## src/rtl/multicycle_control_pkg.sv

```systemverilog
// Shared definitions for the multicycle processor control path: opcode map,
// ALU operation codes, FSM state encodings, datapath mux selects and the
// control output bundle.
package multicycle_control_pkg;

    // Field widths
    localparam int OPCODE_NUM_BITS = 4;
    localparam int ALU_OP_NUM_BITS = 2;
    localparam int RETIRE_CNT_BITS = 32;

    // Opcode map
    localparam logic [OPCODE_NUM_BITS-1:0] OP_ADD  = 4'd0;
    localparam logic [OPCODE_NUM_BITS-1:0] OP_SUB  = 4'd1;
    localparam logic [OPCODE_NUM_BITS-1:0] OP_LD   = 4'd2;
    localparam logic [OPCODE_NUM_BITS-1:0] OP_ST   = 4'd3;
    localparam logic [OPCODE_NUM_BITS-1:0] OP_BEQ  = 4'd4;
    localparam logic [OPCODE_NUM_BITS-1:0] OP_HALT = 4'd15;

    // ALU operations; ADD/SUB opcodes share these encodings so EXECUTE
    // can forward the low opcode bits directly.
    localparam logic [ALU_OP_NUM_BITS-1:0] ALU_ADD = 2'd0;
    localparam logic [ALU_OP_NUM_BITS-1:0] ALU_SUB = 2'd1;

    // FSM states
    typedef enum logic [3:0] {
        ST_FETCH     = 4'd0,
        ST_DECODE    = 4'd1,
        ST_MEM_ADDR  = 4'd2,
        ST_MEM_READ  = 4'd3,
        ST_MEM_WB    = 4'd4,
        ST_MEM_WRITE = 4'd5,
        ST_EXECUTE   = 4'd6,
        ST_ALU_WB    = 4'd7,
        ST_BRANCH    = 4'd8,
        ST_HALT      = 4'd9
    } state_e;

    // Datapath mux selects
    localparam logic [1:0] SRCB_REG = 2'd0;
    localparam logic [1:0] SRCB_ONE = 2'd1;
    localparam logic [1:0] SRCB_IMM = 2'd2;

    localparam logic SRCA_PC       = 1'b0;
    localparam logic SRCA_REG      = 1'b1;
    localparam logic IORD_PC       = 1'b0;
    localparam logic IORD_ALUOUT   = 1'b1;
    localparam logic PCSRC_ALU     = 1'b0;
    localparam logic PCSRC_ALUOUT  = 1'b1;
    localparam logic M2R_ALUOUT    = 1'b0;
    localparam logic M2R_MDR       = 1'b1;

    // Complete control bundle driven into the datapath
    typedef struct packed {
        logic                       pc_write;
        logic                       ir_write;
        logic                       reg_write;
        logic                       mem_read;
        logic                       mem_write;
        logic                       iord;
        logic                       mem_to_reg;
        logic                       alu_src_a;
        logic [1:0]                 alu_src_b;
        logic [ALU_OP_NUM_BITS-1:0] alu_op;
        logic                       pc_src;
        logic                       halted;
    } ctrl_t;

    // True for every opcode the machine knows how to execute
    function automatic logic opcode_legal(input logic [OPCODE_NUM_BITS-1:0] op);
        logic ok;
        ok = 1'b0;
        case (op)
            OP_ADD, OP_SUB, OP_LD, OP_ST, OP_BEQ, OP_HALT: ok = 1'b1;
            default:                                       ok = 1'b0;
        endcase
        return ok;
    endfunction

endpackage

```

## src/rtl/multicycle_control_output_decode.sv

```systemverilog
// Pure combinational map from FSM state (plus the zero / mem_ready
// qualifiers and the opcode for EXECUTE's ALU op) to the control bundle.
// Everything not explicitly driven in a state stays 0.
module control_output_decode
    import multicycle_control_pkg::*;
(
    input  state_e                      state_i,
    input  logic [OPCODE_NUM_BITS-1:0]  opcode_i,
    input  logic                        zero_i,
    input  logic                        mem_ready_i,
    output ctrl_t                       ctrl_o
);

    // Per-state control decode
    always_comb begin
        ctrl_o = '0;
        case (state_i)
            ST_FETCH: begin
                // Read instruction at PC; PC+1 is written alongside IR
                ctrl_o.mem_read  = 1'b1;
                ctrl_o.iord      = IORD_PC;
                ctrl_o.alu_src_a = SRCA_PC;
                ctrl_o.alu_src_b = SRCB_ONE;
                ctrl_o.alu_op    = ALU_ADD;
                ctrl_o.pc_src    = PCSRC_ALU;
                ctrl_o.ir_write  = mem_ready_i;
                ctrl_o.pc_write  = mem_ready_i;
            end
            ST_DECODE: begin
                // Speculatively form PC + imm into ALUOut for BEQ
                ctrl_o.alu_src_a = SRCA_PC;
                ctrl_o.alu_src_b = SRCB_IMM;
                ctrl_o.alu_op    = ALU_ADD;
            end
            ST_EXECUTE: begin
                ctrl_o.alu_src_a = SRCA_REG;
                ctrl_o.alu_src_b = SRCB_REG;
                ctrl_o.alu_op    = opcode_i[ALU_OP_NUM_BITS-1:0];
            end
            ST_ALU_WB: begin
                ctrl_o.reg_write  = 1'b1;
                ctrl_o.mem_to_reg = M2R_ALUOUT;
            end
            ST_MEM_ADDR: begin
                ctrl_o.alu_src_a = SRCA_REG;
                ctrl_o.alu_src_b = SRCB_IMM;
                ctrl_o.alu_op    = ALU_ADD;
            end
            ST_MEM_READ: begin
                ctrl_o.mem_read = 1'b1;
                ctrl_o.iord     = IORD_ALUOUT;
            end
            ST_MEM_WB: begin
                ctrl_o.reg_write  = 1'b1;
                ctrl_o.mem_to_reg = M2R_MDR;
            end
            ST_MEM_WRITE: begin
                ctrl_o.mem_write = 1'b1;
                ctrl_o.iord      = IORD_ALUOUT;
            end
            ST_BRANCH: begin
                // Compare A - B; taken branch loads the precomputed target
                ctrl_o.alu_src_a = SRCA_REG;
                ctrl_o.alu_src_b = SRCB_REG;
                ctrl_o.alu_op    = ALU_SUB;
                ctrl_o.pc_src    = PCSRC_ALUOUT;
                ctrl_o.pc_write  = zero_i;
            end
            ST_HALT: begin
                ctrl_o.halted = 1'b1;
            end
            default: ctrl_o = '0;
        endcase
    end

endmodule

```

## src/rtl/multicycle_control.sv

```systemverilog
// Main control FSM of the multicycle processor. Holds the state register,
// the sticky illegal-opcode flag and the retired-instruction counter; the
// per-state output map lives in control_output_decode.
module multicycle_control
    import multicycle_control_pkg::*;
#(
    parameter int RETIRE_CNT_BITS_P = RETIRE_CNT_BITS
) (
    input  logic                          clk,
    input  logic                          reset,
    input  logic [OPCODE_NUM_BITS-1:0]    opcode,
    input  logic                          zero,
    input  logic                          mem_ready,
    output logic                          pc_write,
    output logic                          ir_write,
    output logic                          reg_write,
    output logic                          mem_read,
    output logic                          mem_write,
    output logic                          iord,
    output logic                          mem_to_reg,
    output logic                          alu_src_a,
    output logic [1:0]                    alu_src_b,
    output logic [ALU_OP_NUM_BITS-1:0]    alu_op,
    output logic                          pc_src,
    output logic                          halted,
    output logic                          illegal,
    output logic [RETIRE_CNT_BITS_P-1:0]  retired
);

    state_e                        state_q, state_d;
    logic                          illegal_q, illegal_d;
    logic [RETIRE_CNT_BITS_P-1:0]  retired_q, retired_d;
    logic                          retire_evt;
    logic                          illegal_evt;
    ctrl_t                         ctrl_raw;
    ctrl_t                         ctrl;

    // State register
    always_ff @(posedge clk) begin
        if (reset) begin
            state_q <= ST_FETCH;
        end else begin
            state_q <= state_d;
        end
    end

    // Next-state logic; only FETCH, MEM_READ and MEM_WRITE wait on memory
    always_comb begin
        state_d = state_q;
        case (state_q)
            ST_FETCH:     if (mem_ready) state_d = ST_DECODE;
            ST_DECODE: begin
                case (opcode)
                    OP_ADD, OP_SUB: state_d = ST_EXECUTE;
                    OP_LD, OP_ST:   state_d = ST_MEM_ADDR;
                    OP_BEQ:         state_d = ST_BRANCH;
                    OP_HALT:        state_d = ST_HALT;
                    default:        state_d = ST_FETCH;
                endcase
            end
            ST_EXECUTE:   state_d = ST_ALU_WB;
            ST_ALU_WB:    state_d = ST_FETCH;
            ST_MEM_ADDR:  state_d = (opcode == OP_LD) ? ST_MEM_READ : ST_MEM_WRITE;
            ST_MEM_READ:  if (mem_ready) state_d = ST_MEM_WB;
            ST_MEM_WB:    state_d = ST_FETCH;
            ST_MEM_WRITE: if (mem_ready) state_d = ST_FETCH;
            ST_BRANCH:    state_d = ST_FETCH;
            ST_HALT:      state_d = ST_HALT;
            default:      state_d = ST_FETCH;
        endcase
    end

    // Retire / illegal events: an instruction completes on the edge that
    // leaves a final state; illegal opcodes are caught in DECODE.
    always_comb begin
        retire_evt = 1'b0;
        case (state_q)
            ST_ALU_WB, ST_MEM_WB, ST_BRANCH: retire_evt = 1'b1;
            ST_MEM_WRITE:                    retire_evt = mem_ready;
            default:                         retire_evt = 1'b0;
        endcase
        illegal_evt = (state_q == ST_DECODE) && !opcode_legal(opcode);
    end

    // Next values of the illegal flag and retire counter (wraps naturally)
    always_comb begin
        illegal_d = illegal_q | illegal_evt;
        retired_d = retired_q;
        if (retire_evt) begin
            retired_d = retired_q + {{(RETIRE_CNT_BITS_P-1){1'b0}}, 1'b1};
        end
    end

    // Sticky illegal flag and retired counter; reset abandons in-flight work
    always_ff @(posedge clk) begin
        if (reset) begin
            illegal_q <= 1'b0;
            retired_q <= '0;
        end else begin
            illegal_q <= illegal_d;
            retired_q <= retired_d;
        end
    end

    control_output_decode u_decode (
        .state_i     (state_q),
        .opcode_i    (opcode),
        .zero_i      (zero),
        .mem_ready_i (mem_ready),
        .ctrl_o      (ctrl_raw)
    );

    // Output stage: reset kills every write/read enable immediately
    always_comb begin
        ctrl = ctrl_raw;
        if (reset) begin
            ctrl.pc_write  = 1'b0;
            ctrl.ir_write  = 1'b0;
            ctrl.reg_write = 1'b0;
            ctrl.mem_read  = 1'b0;
            ctrl.mem_write = 1'b0;
        end
    end

    assign pc_write   = ctrl.pc_write;
    assign ir_write   = ctrl.ir_write;
    assign reg_write  = ctrl.reg_write;
    assign mem_read   = ctrl.mem_read;
    assign mem_write  = ctrl.mem_write;
    assign iord       = ctrl.iord;
    assign mem_to_reg = ctrl.mem_to_reg;
    assign alu_src_a  = ctrl.alu_src_a;
    assign alu_src_b  = ctrl.alu_src_b;
    assign alu_op     = ctrl.alu_op;
    assign pc_src     = ctrl.pc_src;
    assign halted     = ctrl.halted;
    assign illegal    = illegal_q;
    assign retired    = retired_q;

endmodule

```

## config.mk

```make
export PLATFORM = sky130hd
export DESIGN_NAME = multicycle_control
export DESIGN_NICKNAME = d
export VERILOG_FILES = /design/src/rtl/multicycle_control_pkg.sv /design/src/rtl/multicycle_control_output_decode.sv /design/src/rtl/multicycle_control.sv
export SDC_FILE = /design/constraint.sdc
export NUM_CORES = 1
export LEC_CHECK = 0
export BUFFER_PORTS_ARGS = -buffer_cell sky130_fd_sc_hd__buf_2
export CORE_ASPECT_RATIO = 2
export CORE_MARGIN = 2
export CORE_UTILIZATION = 47
export CTS_BUF_LIST = sky130_fd_sc_hd__clkbuf_4 sky130_fd_sc_hd__clkbuf_8 sky130_fd_sc_hd__clkbuf_16
export CTS_CLUSTER_SIZE = 10
export DETAILED_ROUTE_END_ITERATION = 12
export PLACE_DENSITY_LB_ADDON = 0.08
export SETUP_SLACK_MARGIN = 0.02
export SLEW_MARGIN = 5
export SYNTH_ARGS = -nofsm -noshare
export SYNTH_HDL_FRONTEND = slang
export SYNTH_SLANG_ARGS = --single-unit
```

## constraint.sdc

```tcl
create_clock -name clk -period 2 [get_ports clk]
set_clock_uncertainty 0.05 [all_clocks]
set_input_delay 0.1 -clock clk [delete_from_list [all_inputs] [get_ports clk]]
set_output_delay 0.1 -clock clk [all_outputs]
set_load 0.01 [all_outputs]
```

* Word level (Yosys, flattened, before mapping)
Index checks and enable logic that the tools add are counted.
W data, S select, Z words.
** Word-level totals
- Flip-flop bits (word level) :: 37
- Input bits :: 8
** Operators by class
- $add $sub $neg :: 1
- Equal/unequal tests :: 17
- Mux-type cells :: 19
- Bitwise logic cells :: 1
- Reduce and logical (&&, ||, !) cells :: 12
** Operators with widths (number)
- $add A32 B1 Y32 const B :: 1
- $pmux W4 S7 :: 1
- $pmux W5 S5 :: 1
- $eq A4 B3 Y1 const B :: 5
- $eq A4 B2 Y1 const B :: 4
- $pmux W4 S4 :: 1
- $eq A4 B4 Y1 const B :: 3
- $mux W4 :: 3
- $reduce_or A2 Y1 :: 5
- $mux W1 :: 9
- $eq A4 B1 Y1 const B :: 2
- $logic_not A4 Y1 :: 2
- $ne A2 B2 Y1 const B :: 3
- $reduce_or A6 Y1 :: 1
- $mux W5 :: 1
- $pmux W1 S2 :: 2
- $mux W3 :: 1
- $reduce_and A3 Y1 :: 1
- $reduce_or A3 Y1 :: 1
- $logic_and A1 B1 Y1 :: 1
- $logic_not A1 Y1 :: 1
- $or A1 B1 Y1 :: 1

* Depth between registers and ports, before layout
- Word-level depth :: 6
- Depth in mapped cells :: 7

* Cells and area by module
From an unflattened synthesis, not the netlist that was laid out.
** Second synthesis, totals
- Cell total of the unflattened synthesis :: 279
- Area total of the unflattened synthesis :: 2387.3 µm²
** Modules (own cells, without submodules)
- multicycle_control :: instances 1, cells each 251, area each 2184.6 µm², seq. area each 740.7 µm²
- control_output_decode :: instances 1, cells each 28, area each 202.7 µm², seq. area each 0.0 µm²

* Worst setup path before layout
OpenSTA, ideal clock, no wires.
- Path kind :: flip-flop to flip-flop
- Start :: reg state_q[0]
- End :: reg retired_q[24] (netlist: retired[24])
- Setup time :: 0.070 ns
- Arrival :: 2.024 ns
- Required time :: 1.880 ns
- Path slack :: -0.144 ns
- Cell stages (with the launch flop) :: 8
- Buffers on the path :: 2
- Period minus slack after synthesis :: 2.144 ns
- Path through :: dfxtp_1 > buf_2 > nor4b_4 > a41oi_4 > or4b_1 > buf_2 > or3_1 > a21oi_1
** On the way
- Cells in the longest elaborated chain, start to end :: 3
** RTL lines
- from (decl) :: RTL line multicycle_control.sv:30 : state_e state_q, state_d;
- from (signal assigned) :: RTL line multicycle_control.sv:43 : state_q <= state_d;
- $eq A4 B3 Y1 / $eq A4 B4 Y1 (equally long branches) :: RTL line multicycle_control.sv:77 : case (state_q)
- $reduce_or A3 Y1 :: RTL line multicycle_control.sv:77
- $pmux W1 S2 (*) :: RTL line multicycle_control.sv:77
- to (signal assigned) :: RTL line multicycle_control.sv:101 : retired_q <= retired_d;
- to (decl) :: RTL line multicycle_control.sv:32 : logic [RETIRE_CNT_BITS_P-1:0] retired_q, retired_d;
Mark *: on every way between the ends. The rest lies on a longest branch, timed or not.
A chain may end at the register's enable or synchronous reset.

* Final worst setup path
- Start :: reg state_q[1]
- End :: reg retired_q[31] (netlist: retired[31])
The elaborated chain is that of the path after synthesis.

==> reports/metrics.csv <==
stage,metric,value,unit
final_layout,fillcell total,400,
sta,unrepaired setup endpoints after global routing,yes,
synthesis,Post-synth EDFFs,0,
sta,period utilization,0.973,
power_and_ir_drop,Pleak,1.18,nW
clock_tree,"Reg clk slew, reported paths",0.07,ns
global_route,Total GRT Usage,0.243,
power_and_ir_drop,peak supply drop,0.000421,V
sta,hold_ws,0.148,ns
die,core box area,4050,sq um
die,chip width,49.5,um
final_layout,Final nets,346,
routing,Antenna Nets Post-Route,0,
routing,DR vias,2095,
synthesis,yosys warns,0,
final_layout,antenna cells,0,
die,Die Ht,95.0,um
setup_path,Critical R2R Launch,state_q[1]$_SDFFE_PP0P_,
clock_tree,H-tree levels,2,
routing,wire per inst,13.8,um
setup_path,RR Endpoint,retired[31]$_SDFFE_PP0P_,
clock_tree,Post-CTS Hold Fix Bufs,0,
routing,DRT iter0 DRCs,29,
clock_tree,CTS tree,built,
clock_tree,TritonCTS buffer count,5,
synthesis,syn_nets,249,
min_path,HP Start,opcode[1],
place,# placed instances,380,
sta,Max Fclk,0.514,GHz
setup_path,WP data required,2.17,ns
clock_tree,clock sink count,37,
power_and_ir_drop,pwr dens,509,nW/um^2
synthesis,post-synth cell types,40,
synthesis,async set or reset register ratio after synthesis,0,
sta,relative slew slack,0.691,
sta,worst slew pin tran,0.463,ns
final_layout,"commonest non-fill, non-tap cell in the layout",buf_2,
place,routability cong.,0.800,
setup_path,CP Data Arrival Time,2.12,ns
global_route,initial antenna violation count,0,
die,Die ar.,4700,sq um
place,port buffer count,54,
final_layout,share of cells above drive strength 1,0.370,
synthesis,Yosys reg bits,37,
global_route,largest net degree at the start of global routing,24,
synthesis,Post-Syn Instances,240,
setup_path,Setup CP Type,flip-flop to flip-flop,
die,Initial Util,0.481,
die,I/O Pins,55,
sta,max-slew violation count,0,
global_route,first-pass GRT wire length,8830,um
run_status,status,finished clean,
die,site row count,33,
setup_path,R2R depth,6,
place,post-DP HPWL,4220,um
global_route,vias in the first global route,1912,
routing,Via-to-Cell Ratio,5.37,
run,max_cap viols,0,
min_path,hold depth,3,
synthesis,Main synth FF type,dfxtp_1,
global_route,Overflow after GRT,0,
setup_path,crit-path max FO,10,
clock_tree,CTS root buf,clkbuf_8,
setup_path,Worst setup SP type,flip-flop,
setup_path,endpoint class of the critical path,flip-flop,
sta,final setup vio count,0,
min_path,Worst Hold Class,primary input to flip-flop,
clock_tree,CTS Buffer Depth,2,
synthesis,Synth Cell Area,1950,sq um
final_layout,register area,743,sq um
final_layout,area used by multi-input combinational logic,1180,sq um
sta,Final min period,1.95,ns
final_layout,most frequent cells in the layout,"buf_2, buf_4, dfxtp_1",
clock_tree,clk_lat worst skew,0.29,ns
routing,Routed WL,5400,um
routing,# DRC,0,
synthesis,sequential area share after synthesis,0.380,
min_path,hold endpoint,state_q[2]$_SDFFE_PP0P_,
sta,final hold violation count,0,
routing,drt pass-1 iters,6,
final_layout,Syn-to-layout area delta,40.1,%
final_layout,Final Instance Count excl. Fillers,390,
synthesis,"Avg Cell Area, Syn",8.11,sq um
setup_path,Reg2Reg Setup Slack,0.05,ns
==> repair_timing <==
action / 4_1_cts / 5_1_grt
endpoints found under the setup margin: 5 / 16
endpoints found under the hold margin: 0 / 0
gates resized for setup: 3 / 9
setup buffers: 0 / 2
pin swaps: 1 / 1
==> report_power, final <==
part | internal (mW) | total [mW] | switching, mW
sequential | 0.742 | 0.747 | 0.00564
clock | 0.255 | 0.528 | 0.273
combinational | 0.0470 | 0.114 | 0.0670
total | 1.04 | 1.39 | 0.345
==> per-stage QoR <==
step | TNS, ns | utilization | power (mW) | area, sq um | worst slack (ns)
after floorplan | -0.588 | - | 0.831 | 1960 | -0.131
after global placement | 0 | 0.637 | 0.874 | 2580 | 0.0322
after detailed placement | -0.0629 | 0.637 | 0.875 | 2580 | -0.0303
after CTS | 0 | 0.660 | 1.40 | 2670 | 0.0244
after global routing | -0.0334 | 0.674 | 1.44 | 2730 | -0.0312
final | 0 | 0.674 | 1.39 | 2730 | 0.0544
==> logic make-up (layout without fill, tap and decap cells) <==
group	count (synthesis)	after routing	synth area share
AOI/OAI and AO/OA	37	37	0.124
xor gates and xnor gates	23	23	0.103
adders and majority gates	1	1	0.00643
buffers and inverters	17	115	0.0379
DFF	37	37	0.380
muxes	2	2	0.0103
and+or+nand+nor	123	123	0.337
==> worst max-delay path by stage <==
| stage | from | endpoint | cells past startpoint |
|---|---|---|---|
| after floorplan | state_q[0]$_SDFFE_PP0P_ | retired[24]$_SDFFE_PP0P_ | 7 |
| after global placement | retired[5]$_SDFFE_PP0P_ | retired[25]$_SDFFE_PP0P_ | 5 |
| after detailed placement | state_q[1]$_SDFFE_PP0P_ | retired[26]$_SDFFE_PP0P_ | 5 |
| after CTS | state_q[0]$_SDFFE_PP0P_ | retired[31]$_SDFFE_PP0P_ | 6 |
| after global routing | state_q[1]$_SDFFE_PP0P_ | retired[31]$_SDFFE_PP0P_ | 6 |
| final | state_q[1]$_SDFFE_PP0P_ | retired[31]$_SDFFE_PP0P_ | 6 |
==> flip-flops by register name, summed over array words and instances, names as in the netlist <==
| name | count |
|---|---|
| illegal | 1 |
| retired | 32 |
| state_q | 4 |
==> cell usage after synthesis (2+ instances only) <==
library cell,n,area share
nand3_1,10,0.026
o31ai_1,2,0.0077
or3_1,11,0.035
and4_1,4,0.018
nand4_1,11,0.035
nand2_1,21,0.040
nor4_1,6,0.019
and3_1,5,0.016
xnor2_1,14,0.063
a21oi_1,17,0.044
nor2_1,33,0.064
nor3_1,10,0.026
inv_1,4,0.0077
dfxtp_1,37,0.38
or4b_1,2,0.010
or4_1,3,0.012
xor2_1,9,0.040
buf_2,2,0.0051
o21ai_0,9,0.023
mux2i_1,2,0.010
clkbuf_1,9,0.017
==> area by class of cell <==
| type | instances | area share |
|---|---|---|
| multi-input cells | 186 | 0.431 |
| inverters | 4 | 0.00550 |
| flip-flops and latches | 37 | 0.272 |
| well taps | 52 | 0.0239 |
| repair buffers | 103 | 0.235 |
| clock inverters | 2 | 0.00367 |
| clock buffers | 6 | 0.0280 |
==> metal layers <==
metal / global-route usage / routed length [um] / part of all wire
met1: 0.248 / 2010 / 0.37
met2: 0.483 / 3120 / 0.58
met3: 0.0266 / 155 / 0.029
met4: 0.102 / 106 / 0.020
met5: 0 / 0 / 0
==> critical path, stage by stage (launching register included) <==
cell and delay [ns]:
dfxtp_2 0.35, nor4b_4 0.34, a41oi_4 0.08, buf_6 0.17, or3_1 0.38, or3_1 0.35, a21oi_1 0.14
(Power assumes the default switching activity.)
